$ cat src/rtl/wgt_feeder.sv
// wgt_feeder: weight-side master for the PE array.
// For every kernel of a job it reads NPE taps from the weight SRAM. It
// places each tap on the shared weight bus with a one-hot capture strobe,
// so that PE i latches tap i. The loaded kernel is then held until the
// array releases it.
//
// Ports:
//   clk, rst        clock, synchronous active-high reset
//   start           one-cycle job request (accepted in IDLE only)
//   base_addr       SRAM address of tap 0 of kernel 0 (captured on start)
//   num_kern        kernels in the job (captured on start)
//   kern_release    array is done with the current kernel (HOLD only)
//   mem_en/mem_addr registered SRAM read request
//   mem_rdata       SRAM read data, valid one cycle after mem_en
//   wgt_out         registered signed weight bus
//   wgt_read        registered one-hot PE capture strobe
//   kern_loaded     pulse in the first HOLD cycle
//   busy            high in FETCH/DRAIN/HOLD
//   done            pulse in FIN
module wgt_feeder #(
    parameter int NPE    = 9,
    parameter int ADDR_W = 10,
    parameter int KCNT_W = 8
) (
    input  logic              clk,
    input  logic              rst,
    input  logic              start,
    input  logic [ADDR_W-1:0] base_addr,
    input  logic [KCNT_W-1:0] num_kern,
    input  logic              kern_release,
    output logic              mem_en,
    output logic [ADDR_W-1:0] mem_addr,
    input  logic [7:0]        mem_rdata,
    output logic [7:0]        wgt_out,
    output logic [NPE-1:0]    wgt_read,
    output logic              kern_loaded,
    output logic              busy,
    output logic              done
);

    localparam int TIDX_W = (NPE > 1) ? $clog2(NPE) : 1;

    typedef enum logic [2:0] {
        S_IDLE  = 3'd0,
        S_FETCH = 3'd1,
        S_DRAIN = 3'd2,
        S_HOLD  = 3'd3,
        S_FIN   = 3'd4
    } state_t;

    state_t              state_q, state_d;
    logic [TIDX_W-1:0]   tidx_q, tidx_d;
    logic [KCNT_W-1:0]   kidx_q, kidx_d;
    logic [KCNT_W-1:0]   nkern_q, nkern_d;
    logic [ADDR_W-1:0]   kbase_q, kbase_d;   // base + kidx*NPE, kept as a running sum
    logic                dcnt_q, dcnt_d;
    logic                mem_en_q, mem_en_d;
    logic [ADDR_W-1:0]   mem_addr_q, mem_addr_d;
    logic                rd_vld_q, rd_vld_d;  // mem_rdata carries a tap this cycle
    logic [TIDX_W-1:0]   rd_tidx_q, rd_tidx_d;
    logic [7:0]          wgt_out_q, wgt_out_d;
    logic [NPE-1:0]      wgt_read_q, wgt_read_d;
    logic                kern_loaded_q, kern_loaded_d;
    logic                busy_q, busy_d;
    logic                done_q, done_d;

    // Control FSM: next state, counters, and the registered outputs that
    // belong to the state being entered.
    always_comb begin
        state_d       = state_q;
        tidx_d        = tidx_q;
        kidx_d        = kidx_q;
        nkern_d       = nkern_q;
        kbase_d       = kbase_q;
        dcnt_d        = dcnt_q;
        mem_en_d      = 1'b0;
        mem_addr_d    = mem_addr_q;
        kern_loaded_d = 1'b0;
        busy_d        = 1'b0;
        done_d        = 1'b0;
        case (state_q)
            S_IDLE: begin
                if (start) begin
                    nkern_d = num_kern;
                    kbase_d = base_addr;
                    kidx_d  = {KCNT_W{1'b0}};
                    tidx_d  = {TIDX_W{1'b0}};
                    if (num_kern != {KCNT_W{1'b0}}) begin
                        state_d    = S_FETCH;
                        mem_en_d   = 1'b1;
                        mem_addr_d = base_addr;
                        busy_d     = 1'b1;
                    end else begin
                        state_d = S_FIN;
                        done_d  = 1'b1;
                    end
                end else begin
                    state_d = S_IDLE;
                end
            end
            S_FETCH: begin
                busy_d = 1'b1;
                if (tidx_q == TIDX_W'(NPE - 1)) begin
                    state_d = S_DRAIN;
                    dcnt_d  = 1'b0;
                end else begin
                    tidx_d     = tidx_q + TIDX_W'(1);
                    mem_en_d   = 1'b1;
                    mem_addr_d = kbase_q + ADDR_W'(tidx_q) + ADDR_W'(1);
                end
            end
            S_DRAIN: begin
                busy_d = 1'b1;
                if (dcnt_q) begin
                    state_d       = S_HOLD;
                    kern_loaded_d = 1'b1;
                end else begin
                    dcnt_d = 1'b1;
                end
            end
            S_HOLD: begin
                if (kern_release) begin
                    // Widen by one bit so kidx+1 cannot wrap before the compare.
                    if (({1'b0, kidx_q} + {{KCNT_W{1'b0}}, 1'b1}) < {1'b0, nkern_q}) begin
                        state_d    = S_FETCH;
                        kidx_d     = kidx_q + KCNT_W'(1);
                        tidx_d     = {TIDX_W{1'b0}};
                        kbase_d    = kbase_q + ADDR_W'(NPE);
                        mem_en_d   = 1'b1;
                        mem_addr_d = kbase_q + ADDR_W'(NPE);
                        busy_d     = 1'b1;
                    end else begin
                        state_d = S_FIN;
                        done_d  = 1'b1;
                    end
                end else begin
                    busy_d = 1'b1;
                end
            end
            S_FIN: begin
                state_d = S_IDLE;
            end
            default: begin
                state_d = S_IDLE;
            end
        endcase
    end

    // Data path: the SRAM answers one cycle after mem_en, and the tap is
    // registered onto the bus together with its strobe one cycle later.
    always_comb begin
        rd_vld_d  = mem_en_q;
        rd_tidx_d = tidx_q;
        if (rd_vld_q) begin
            wgt_out_d  = mem_rdata;
            wgt_read_d = {{(NPE-1){1'b0}}, 1'b1} << rd_tidx_q;
        end else begin
            wgt_out_d  = wgt_out_q;
            wgt_read_d = {NPE{1'b0}};
        end
    end

    // State and output registers with synchronous reset.
    always_ff @(posedge clk) begin
        if (rst) begin
            state_q       <= S_IDLE;
            tidx_q        <= {TIDX_W{1'b0}};
            kidx_q        <= {KCNT_W{1'b0}};
            nkern_q       <= {KCNT_W{1'b0}};
            kbase_q       <= {ADDR_W{1'b0}};
            dcnt_q        <= 1'b0;
            mem_en_q      <= 1'b0;
            mem_addr_q    <= {ADDR_W{1'b0}};
            rd_vld_q      <= 1'b0;
            rd_tidx_q     <= {TIDX_W{1'b0}};
            wgt_out_q     <= 8'h00;
            wgt_read_q    <= {NPE{1'b0}};
            kern_loaded_q <= 1'b0;
            busy_q        <= 1'b0;
            done_q        <= 1'b0;
        end else begin
            state_q       <= state_d;
            tidx_q        <= tidx_d;
            kidx_q        <= kidx_d;
            nkern_q       <= nkern_d;
            kbase_q       <= kbase_d;
            dcnt_q        <= dcnt_d;
            mem_en_q      <= mem_en_d;
            mem_addr_q    <= mem_addr_d;
            rd_vld_q      <= rd_vld_d;
            rd_tidx_q     <= rd_tidx_d;
            wgt_out_q     <= wgt_out_d;
            wgt_read_q    <= wgt_read_d;
            kern_loaded_q <= kern_loaded_d;
            busy_q        <= busy_d;
            done_q        <= done_d;
        end
    end

    assign mem_en      = mem_en_q;
    assign mem_addr    = mem_addr_q;
    assign wgt_out     = wgt_out_q;
    assign wgt_read    = wgt_read_q;
    assign kern_loaded = kern_loaded_q;
    assign busy        = busy_q;
    assign done        = done_q;

endmodule

$ cat config.mk
export PLATFORM = sky130hd
export DESIGN_NAME = wgt_feeder
export DESIGN_NICKNAME = d
export VERILOG_FILES = /design/src/rtl/wgt_feeder.sv
export SDC_FILE = /design/constraint.sdc
export NUM_CORES = 1
export LEC_CHECK = 0
export CAP_MARGIN = 20
export CORE_ASPECT_RATIO = 0.8
export CORE_MARGIN = 5
export CORE_UTILIZATION = 46
export CTS_CLUSTER_DIAMETER = 120
export DETAILED_ROUTE_END_ITERATION = 10
export PLACE_DENSITY = 0.7
export RECOVER_POWER = 25
export SLEW_MARGIN = 5
export SYNTH_ARGS = -nofsm -noshare
export SYNTH_HDL_FRONTEND = slang
export SYNTH_SLANG_ARGS = --single-unit
export TNS_END_PERCENT = 30
$ cat constraint.sdc
create_clock -name clk -period 3.4 [get_ports clk]
set_clock_uncertainty 0.05 [all_clocks]
set_input_delay 0.68 -clock clk [delete_from_list [all_inputs] [get_ports clk]]
set_output_delay 0.68 -clock clk [all_outputs]
set_load 0.05 [all_outputs]
# After elaboration in Yosys (flattened, before gate mapping)

Cells that the tools add are included.

Word-level logic and storage cells: 90
Output and inout port bits: 31
Register bits: 70

Eq/ne operators: 11
Shifts and indexed selects: 1
Reductions and logical operators: 14
Order comparisons: 1
Bitwise operators: 2
$add $sub $neg: 6
Muxes and demuxes: 40

Operators with widths:

| cell                                                              | number |
|---|---|
| 10-bit 2-to-1 mux                                                 | 6 |
| 10-bit one-hot mux with 3 select lines                            | 1 |
| 8-bit 2-to-1 mux                                                  | 3 |
| 10-bit one-hot mux with 2 select lines                            | 1 |
| 3-bit 2-to-1 mux                                                  | 6 |
| 4-bit 2-to-1 mux                                                  | 4 |
| 8-bit one-hot mux with 2 select lines                             | 1 |
| 2-bit != test, second input constant                              | 7 |
| 1-bit 2-to-1 mux                                                  | 12 |
| 3-bit one-hot mux with 4 select lines                             | 1 |
| 4-bit one-hot mux with 3 select lines                             | 1 |
| 10-bit by 1-bit adder with 10-bit output, second input constant   | 1 |
| 10-bit by 4-bit adder with 10-bit output                          | 1 |
| 10-bit by 4-bit adder with 10-bit output, second input constant   | 1 |
| 8-bit by 1-bit adder with 9-bit output, second input constant     | 1 |
| 9-bit by 8-bit less-than comparator with 1-bit output             | 1 |
| 1-bit by 4-bit left shift with 9-bit output, first input constant | 1 |
| 8-bit by 1-bit adder with 8-bit output, second input constant     | 1 |
| 8-bit nonzero test                                                | 1 |
| 3-bit by 2-bit == test with 1-bit output, second input constant   | 2 |
| 1-bit one-hot mux with 3 select lines                             | 2 |
| 6-bit AND reduction                                               | 1 |
| 2-bit OR reduction                                                | 3 |
| 5-bit AND reduction                                               | 1 |
| other kinds (11)                                                  | 15 |

# Depth between registers and ports, before layout

Gate-level depths: netlist of run 1.

Word-level depth: 5
Mapped depth: 13

# Worst setup path after synthesis of run 1

Ideal clock, no wire load.

Kind: reg2reg
From: reg kidx_q[0]
To: reg kbase_q[2]
Stages on the path, launching flop included: 13
Period minus slack after synthesis: 2.757 ns
Library setup time: 0.116 ns
Slack: 0.643 ns
Arrival: 2.590 ns
Data required time: 3.234 ns
Cells stage by stage: dfxtp_1 ha_1 and4_1 nand2_1 xnor2_1 ha_1 a21o_2 a221oi_2 nand3_1 o21ai_2 buf_6 o21ai_0 a31o_2

Word-level cells in the longest chain between the ends: 4

RTL lines:

| element                                               | line | text |
|---|---|---|
| start: declaration                                    | 53   | `logic [KCNT_W-1:0] kidx_q, kidx_d;` |
| start signal: assignment                              | 168  | `kidx_q <= {KCNT_W{1'b0}};` |
| start signal: assignment                              | 184  | `kidx_q <= kidx_d;` |
| 8-bit by 1-bit adder with 9-bit output                | 124  | `if (({1'b0, kidx_q} + {{KCNT_W{1'b0}}, 1'b1}) < {1'b0, nkern_q}) begin` |
| 9-bit by 8-bit less-than comparator with 1-bit output | 124  |  |
| 2-bit != test (no source line)                        | --   |  |
| 4-bit AND reduction (no source line)                  | --   |  |
| end signal: assignment                                | 170  | `kbase_q <= {ADDR_W{1'b0}};` |
| end signal: assignment                                | 186  | `kbase_q <= kbase_d;` |
| end: declaration                                      | 55   | `logic [ADDR_W-1:0] kbase_q, kbase_d;` |

No other way between the ends.
A chain may end at the register's enable or synchronous reset.

# Worst setup path in the final report of run 1

From: reg kidx_q[0]
To: reg mem_addr_q[9] (netlist: mem_addr[9])

Word-level cells in the longest chain between the ends: 4

RTL lines:

| element                                               | line | text |
|---|---|---|
| 8-bit by 1-bit adder with 9-bit output                | 124  |  |
| 9-bit by 8-bit less-than comparator with 1-bit output | 124  |  |
| 2-bit != test (no source line)                        | --   |  |
| 6-bit AND reduction (no source line)                  | --   |  |
| end signal: assignment                                | 173  | `mem_addr_q <= {ADDR_W{1'b0}};` |
| end signal: assignment                                | 189  | `mem_addr_q <= mem_addr_d;` |
| end: declaration                                      | 58   | `logic [ADDR_W-1:0] mem_addr_q, mem_addr_d;` |

No other way between the ends.

==> results.ini, run 1 <==
[outcome]
status = complete, no violations

[placement]
placed_cells = 597
dpl.hpwl_um = 6650
io_buffers = 60
gp_congestion = 0.872

[floorplan]
std_cell_rows = 29
chipHeight_um = 90.2
core_um2 = 7870
fp.dieW_um = 110
ios = 61
start_util = 0.470
die_area_um2 = 9950

[timing]
worstMarginPinSlew_ps = 666
fmax_mhz = 317
fin_crit_ps = 3160
drv_slew = 0
setup_viol = 0
min_period_over_period = 0.928
slew_headroom = 0.556
rsz0062_at_grt = false
setup_tns_ps = 0
final-hold-violation-count = 0
holdWs_ps = 386

[synthesis]
syn_inst = 444
syn_nets = 490
synth_edf_count = 0
synth-seq-area-share = 0.379
synth_flop_cell = dfxtp_1
async_flop_share = 0
synth_cell_type_count = 68
ys_ff_latch = 70
yosys_warnings = 0
synth_area_um2 = 3700
syn_avg_cell_area_um2 = 8.33

[global_route]
use_met1 = 0.256
first_global_vias = 3239
gr-max-usage-layer = met2
grt_overflow = 0
grt_pass1_wl_um = 15500
met2_usage = 0.312
grt_antenna_before_repair = 0
grt_start_max_net_pins = 57
gr-usage-met3 = 0.0494
grt.total_usage = 0.196

[power]
leakagePower_nw = 1.69
power_density_nw_per_um2 = 459
max-vdd-ir-drop_v = 0.000274

[critical_path]
endpoint_kind = register
reg2reg_setup_slack_ps = 240
cp.arrival_ps = 3360
cp.required_ps = 3600
crit_type = reg2reg
start_kind = register
worstPathMaxFanout = 9

[final_layout]
nNetsFinal = 546
antenna_cells = 0
final_layout_size_suffix_gt1_frac = 0.0950
finalNonFillerCells = 613
area_growth_pct = 23.8

[drt]
antenna_left = 0
drt_first_pass_iters = 4
drc = 0
avgRoutedWirePerCell_um = 15.2
vias = 3347
drt_iter0_drc = 246
routed_wl_um = 9320
vias_per_cell = 5.46

[clocking]
ctsHoldBuffers = 0
cts_tree = done
cts-resized-gates = 0
cts_setup_buffers = 0
htreeDepth = 3
numClockSinks = 70
clockBufferDepth = 2
cts_buffers = 9
clock_latency_ps = 360
cts.clk_slew.worst_paths_ps = 90
root_buffer = clkbuf_8

[worst_hold_path]
min_path_type = reg2reg

[job]
maxCapViolCount = 0

[flip-flops by register name, indices dropped and copies added (netlist names)]
signal,cells
kbase_q,10
mem_addr,10
wgt_read,9
kidx_q,8
nkern_q,8
wgt_out,8
rd_tidx_d,4
rd_tidx_q,4
state_q,3
busy,1
dcnt_q,1
done,1
kern_loaded,1
mem_en,1
rd_vld_q,1
[worst paths after layout]
check	cells after the start	end	from
min reg2reg	1	wgt_read[8]$_SDFF_PP0_	rd_tidx_q[2]$_SDFF_PP0_
min	1	wgt_read[8]$_SDFF_PP0_	rd_tidx_q[2]$_SDFF_PP0_
max	11	mem_addr[9]$_SDFFE_PP0P_	kidx_q[0]$_SDFFE_PP0P_
max reg2reg	11	mem_addr[9]$_SDFFE_PP0P_	kidx_q[0]$_SDFFE_PP0P_
[critical path: stages, from the launching register on]
cell and delay [ps]:
dfxtp_1 400, ha_1 270, and4_1 290, nand2_1 100
xnor2_1 140, ha_1 290, a21o_2 230, a221oi_2 290
and3_1 410, a21oi_4 170, a2111oi_2 290, a21oi_1 100
[power breakdown]
part	leakage, nW	switching (mW)	internal (mW)
Clock	0.116	0.357	0.424
Sequential	0.571	0.0412	0.864
Combinational	1.00	0.254	0.161
Total	1.69	0.653	1.45
[synthesized netlist by cell type, types with 2 or more instances]
| master | n | area [um^2] |
|---|---|---|
| a211o_1 | 2 | 17.5 |
| a211oi_1 | 3 | 22.5 |
| a21o_2 | 2 | 17.5 |
| a21oi_1 | 46 | 230 |
| a21oi_4 | 2 | 32.5 |
| a221oi_1 | 2 | 17.5 |
| a22oi_1 | 2 | 15.0 |
| a311oi_1 | 6 | 52.6 |
| a31o_2 | 3 | 26.3 |
| a31oi_1 | 2 | 12.5 |
| and3_1 | 4 | 25.0 |
| buf_2 | 3 | 15.0 |
| buf_6 | 5 | 56.3 |
| clkbuf_1 | 11 | 41.3 |
| clkbuf_8 | 2 | 27.5 |
| dfxtp_1 | 70 | 1400 |
| ha_1 | 15 | 188 |
| inv_1 | 16 | 60.1 |
| mux2i_1 | 10 | 100 |
| nand2_1 | 61 | 229 |
| nand2b_1 | 7 | 43.8 |
| nand3_1 | 17 | 85.1 |
| nand3b_1 | 2 | 15.0 |
| nand4_1 | 3 | 18.8 |
| nor2_1 | 49 | 184 |
| nor2b_1 | 6 | 37.5 |
| nor3_1 | 17 | 85.1 |
| o2111ai_1 | 2 | 17.5 |
| o21a_1 | 2 | 15.0 |
| o21ai_0 | 13 | 65.1 |
| o21ai_1 | 2 | 10.0 |
| o21ai_2 | 2 | 17.5 |
| o31ai_1 | 2 | 15.0 |
| o32ai_1 | 6 | 52.6 |
| or3_1 | 2 | 12.5 |
| xnor2_1 | 7 | 61.3 |
| xor2_1 | 7 | 61.3 |
[through the flow]
step                area (um^2)   util  power (mW)  setup WS, ps
floorplan                  3700      -        1.21           643
global placement           4330  0.550        1.33           293
detailed placement         4330  0.550        1.34           122
CTS                        4560  0.580        2.12           117
global route               4580  0.582        2.20          35.4
finish                     4580  0.582        2.10           244
[routing by layer]
metal  part of all wire  vias up
met2               0.46       85
li1                   -     1691
met5                  0        -
met4              0.014        0
met1               0.46     1559
met3              0.069       12
[cells in the final DEF, fill, tap and decap left out, drive strengths merged, types with 3 or more instances in the layout]
cell,n
nor2b,7
clkbuf,10
nor3,18
nand4,3
a21o,3
clkdlybuf4s50,59
nand3,17
a21oi,48
inv,18
nand2b,7
a221oi,3
a31o,3
nor2,50
o21ai,17
and3,5
dfxtp,70
nand2,62
a211oi,3
a311oi,6
xor2,7
xnor2,7
mux2i,10
clkinv,3
o32ai,6
ha,15
buf,8
[cell families after synthesis]
logic type      share of synthesized area
simple gates                        0.236
compound gates                      0.211
flops                               0.379
buf+inv                            0.0585
fa+ha+maj                          0.0561
xor+xnor                           0.0331
mux                                0.0271
[layout make-up]
class	instances	area [um^2]
multi-input cells	335	2100
clock inverters	7	106
clock buffers	9	124
inverters	16	60.1
repair buffers	68	654
fillers	746	3290
well taps	108	135
flip-flops and latches	70	1400
Note: power is estimated with default switching activity, not from simulation.
==> run 2, diff against run 1 <==
--- a/config.mk
+++ b/config.mk
@@ -11,7 +11,8 @@
 export CORE_UTILIZATION = 46
 export CTS_CLUSTER_DIAMETER = 120
 export DETAILED_ROUTE_END_ITERATION = 10
-export PLACE_DENSITY = 0.7
+export DONT_BUFFER_PORTS = 1
+export PLACE_DENSITY = 0.61
 export RECOVER_POWER = 25
 export SLEW_MARGIN = 5
 export SYNTH_ARGS = -nofsm -noshare
==> results.ini, run 2 (same netlist as run 1, synthesis figures left out) <==
[outcome]
status = complete, no violations

[global_route]
first_global_vias = 3015  ; -6.9%
grt_antenna_before_repair = 0  ; unchanged
grt_pass1_wl_um = 15000  ; -3.1%
grt.total_usage = 0.190  ; -0.00611
grt_overflow = 0  ; unchanged
grt_start_max_net_pins = 58  ; +1.8%

[floorplan]
ios = 61  ; unchanged
start_util = 0.470  ; unchanged
fp.dieW_um = 110  ; unchanged
die_area_um2 = 9950  ; unchanged
chipHeight_um = 90.2  ; unchanged
std_cell_rows = 29  ; unchanged
core_um2 = 7870  ; unchanged

[timing]
fmax_mhz = 318  ; +0.37%
drv_slew = 0  ; unchanged
setup_viol = 0  ; unchanged
holdWs_ps = 337  ; -48.2 ps
setup_tns_ps = 0  ; unchanged
rsz0062_at_grt = false
final-hold-violation-count = 0  ; unchanged
fin_crit_ps = 3140  ; -11.6 ps
slew_headroom = 0.527  ; -0.0294
min_period_over_period = 0.925  ; -0.00342
worstMarginPinSlew_ps = 707  ; +41.1 ps

[placement]
gp_congestion = 0.888  ; +1.8%
dpl.hpwl_um = 6530  ; -1.8%
io_buffers = 0  ; -100%

[clocking]
htreeDepth = 3  ; unchanged
numClockSinks = 70  ; unchanged
cts.clk_slew.worst_paths_ps = 80  ; about the same
clock_latency_ps = 350  ; about the same
clockBufferDepth = 2  ; unchanged
root_buffer = clkbuf_8
cts_buffers = 9  ; unchanged
cts_tree = done

[critical_path]
crit_buf_inv = 1  ; +1
crit_top_cell = ha_1
endpoint_kind = register
cp_cell_sequence = ha_1, and4_1, nand2_1, xnor2_1, ha_1, a21o_2, a221oi_2, and3_4, a21oi_4, buf_4, o32ai_1
worstPathMaxFanout = 14  ; +5
cp.arrival_ps = 3340  ; -20 ps
crit_type = reg2reg
cp.required_ps = 3600  ; about the same
crit_family = compound AO/OA/AOI/OAI gates
cp_slowest_cell = dfxtp_1
start_kind = register
slowest_delay_ps = 410  ; about the same

[power]
max-vdd-ir-drop_v = 0.000222  ; -19%
leakagePower_nw = 1.46  ; -14%
power_density_nw_per_um2 = 485  ; +5.6%

[drt]
drt_iter0_drc = 181  ; -26%
drt_first_pass_iters = 4  ; unchanged
routed_wl_um = 9130  ; -2.1%
drc = 0  ; unchanged
avgRoutedWirePerCell_um = 16.5  ; +8.3%
antenna_left = 0  ; unchanged
vias = 3126  ; -6.6%
vias_per_cell = 5.64  ; +3.3%

[final_layout]
final_cell_mix = dfxtp_1 (70), nand2_1 (61), nor2_1 (49)
area_growth_pct = 7.03
regArea_um2 = 1400  ; unchanged
mostFrequentLayoutCell = dfxtp_1
fill_cells = 791  ; +6.0%
nNetsFinal = 487  ; -11%
multi_input_comb_area_um2 = 2100  ; about the same
final_layout_size_suffix_gt1_frac = 0.108  ; +0.0126
antenna_cells = 0  ; unchanged

[job]
maxCapViolCount = 0  ; unchanged

[worst_hold_path]
min_path_type = in2reg

run 2: changes by cell type in the layout (fill, tap and decap cells not counted), sizes merged:
cell           previous run  this run
buf                       8         9
bufinv                    2         1
clkdlybuf4s50            59         0
clkinv                    3         2
clkinvlp                  0         1
run 2: through the flow:
stage / area [um^2] / total power [mW] / utilization / std cells / worst slack [ps]
after global routing: 3960 / 2.02 / 0.503 / 554 / 23.4
after global placement: 3750 / 1.24 / 0.476 / 538 / 348
after CTS: 3940 / 1.93 / 0.501 / 554 / 165
after detailed placement: 3750 / 1.25 / 0.476 / 538 / 197
after floorplan: 3700 / 1.21 / - / 444 / 643
final: 3960 / 1.92 / 0.503 / 554 / 255
run 2: repair_timing:
action / 4_1_cts / 5_1_grt
hold buffers: 0 / 0
setup buffers: 0 / 0
setup endpoints to repair: 0 / 10
gates resized for setup: 0 / 4
run 2: worst paths after layout:
| path | startpoint | endpoint | slack, ps | depth (start not counted) |
|---|---|---|---|---|
| worst min register to register | rd_tidx_q[2]$_SDFF_PP0_ | wgt_read[8]$_SDFF_PP0_ | 380 | 1 |
| worst min-delay path | rst | rd_tidx_d[2]$_SDFFE_PP0P_ | 340 | 1 |
| worst max register to register | kidx_q[0]$_SDFFE_PP0P_ | kbase_q[5]$_SDFFE_PP0P_ | 260 | 11 |
| worst max-delay path | kidx_q[0]$_SDFFE_PP0P_ | kbase_q[5]$_SDFFE_PP0P_ | 260 | 11 |
run 2: worst register-to-register path, cell delays in order (launching register included):
cell and delay (ps):
dfxtp_1 410, ha_1 270, and4_1 300, nand2_1 120
xnor2_1 150, ha_1 290, a21o_2 230, a221oi_2 280
and3_4 300, a21oi_4 140, buf_4 220, o32ai_1 290
run 2: power breakdown:
| group | leakage, nW | switching, mW | internal [mW] | total (mW) |
|---|---|---|---|---|
| clock network | 0.0973 | 0.338 | 0.344 | 0.682 |
| registers | 0.571 | 0.128 | 0.864 | 0.992 |
| logic | 0.788 | 0.147 | 0.0992 | 0.246 |
run 2: routing by layer:
layer / vias up / global-route usage / part of all wire / routed length [um]
met5: - / 0 / 0 / 0
met4: 0 / 0.0544 / 0.0099 / 90
met3: 12 / 0.0645 / 0.082 / 745
met2: 84 / 0.284 / 0.45 / 4070
met1: 1456 / 0.259 / 0.46 / 4220
li1: 1574 / - / - / -
run 2: area by class of cell:
class | count | share of cell area
multi-input combinational | 335 | 0.530
sequential | 70 | 0.354
tap | 108 | 0.0341
clock buffer | 10 | 0.0322
clock inverter | 6 | 0.0174
timing repair buffer | 9 | 0.0171
inverter | 16 | 0.0152
==> run 3, diff against run 2 <==
--- a/config.mk
+++ b/config.mk
@@ -11,8 +11,7 @@
 export CORE_UTILIZATION = 46
 export CTS_CLUSTER_DIAMETER = 120
 export DETAILED_ROUTE_END_ITERATION = 10
-export DONT_BUFFER_PORTS = 1
-export PLACE_DENSITY = 0.61
+export PLACE_DENSITY = 0.7
 export RECOVER_POWER = 25
 export SLEW_MARGIN = 5
 export SYNTH_ARGS = -nofsm -noshare
==> results of run 3 <==
Same layout as run 1: the final DEF is identical, and so are final timing and power.
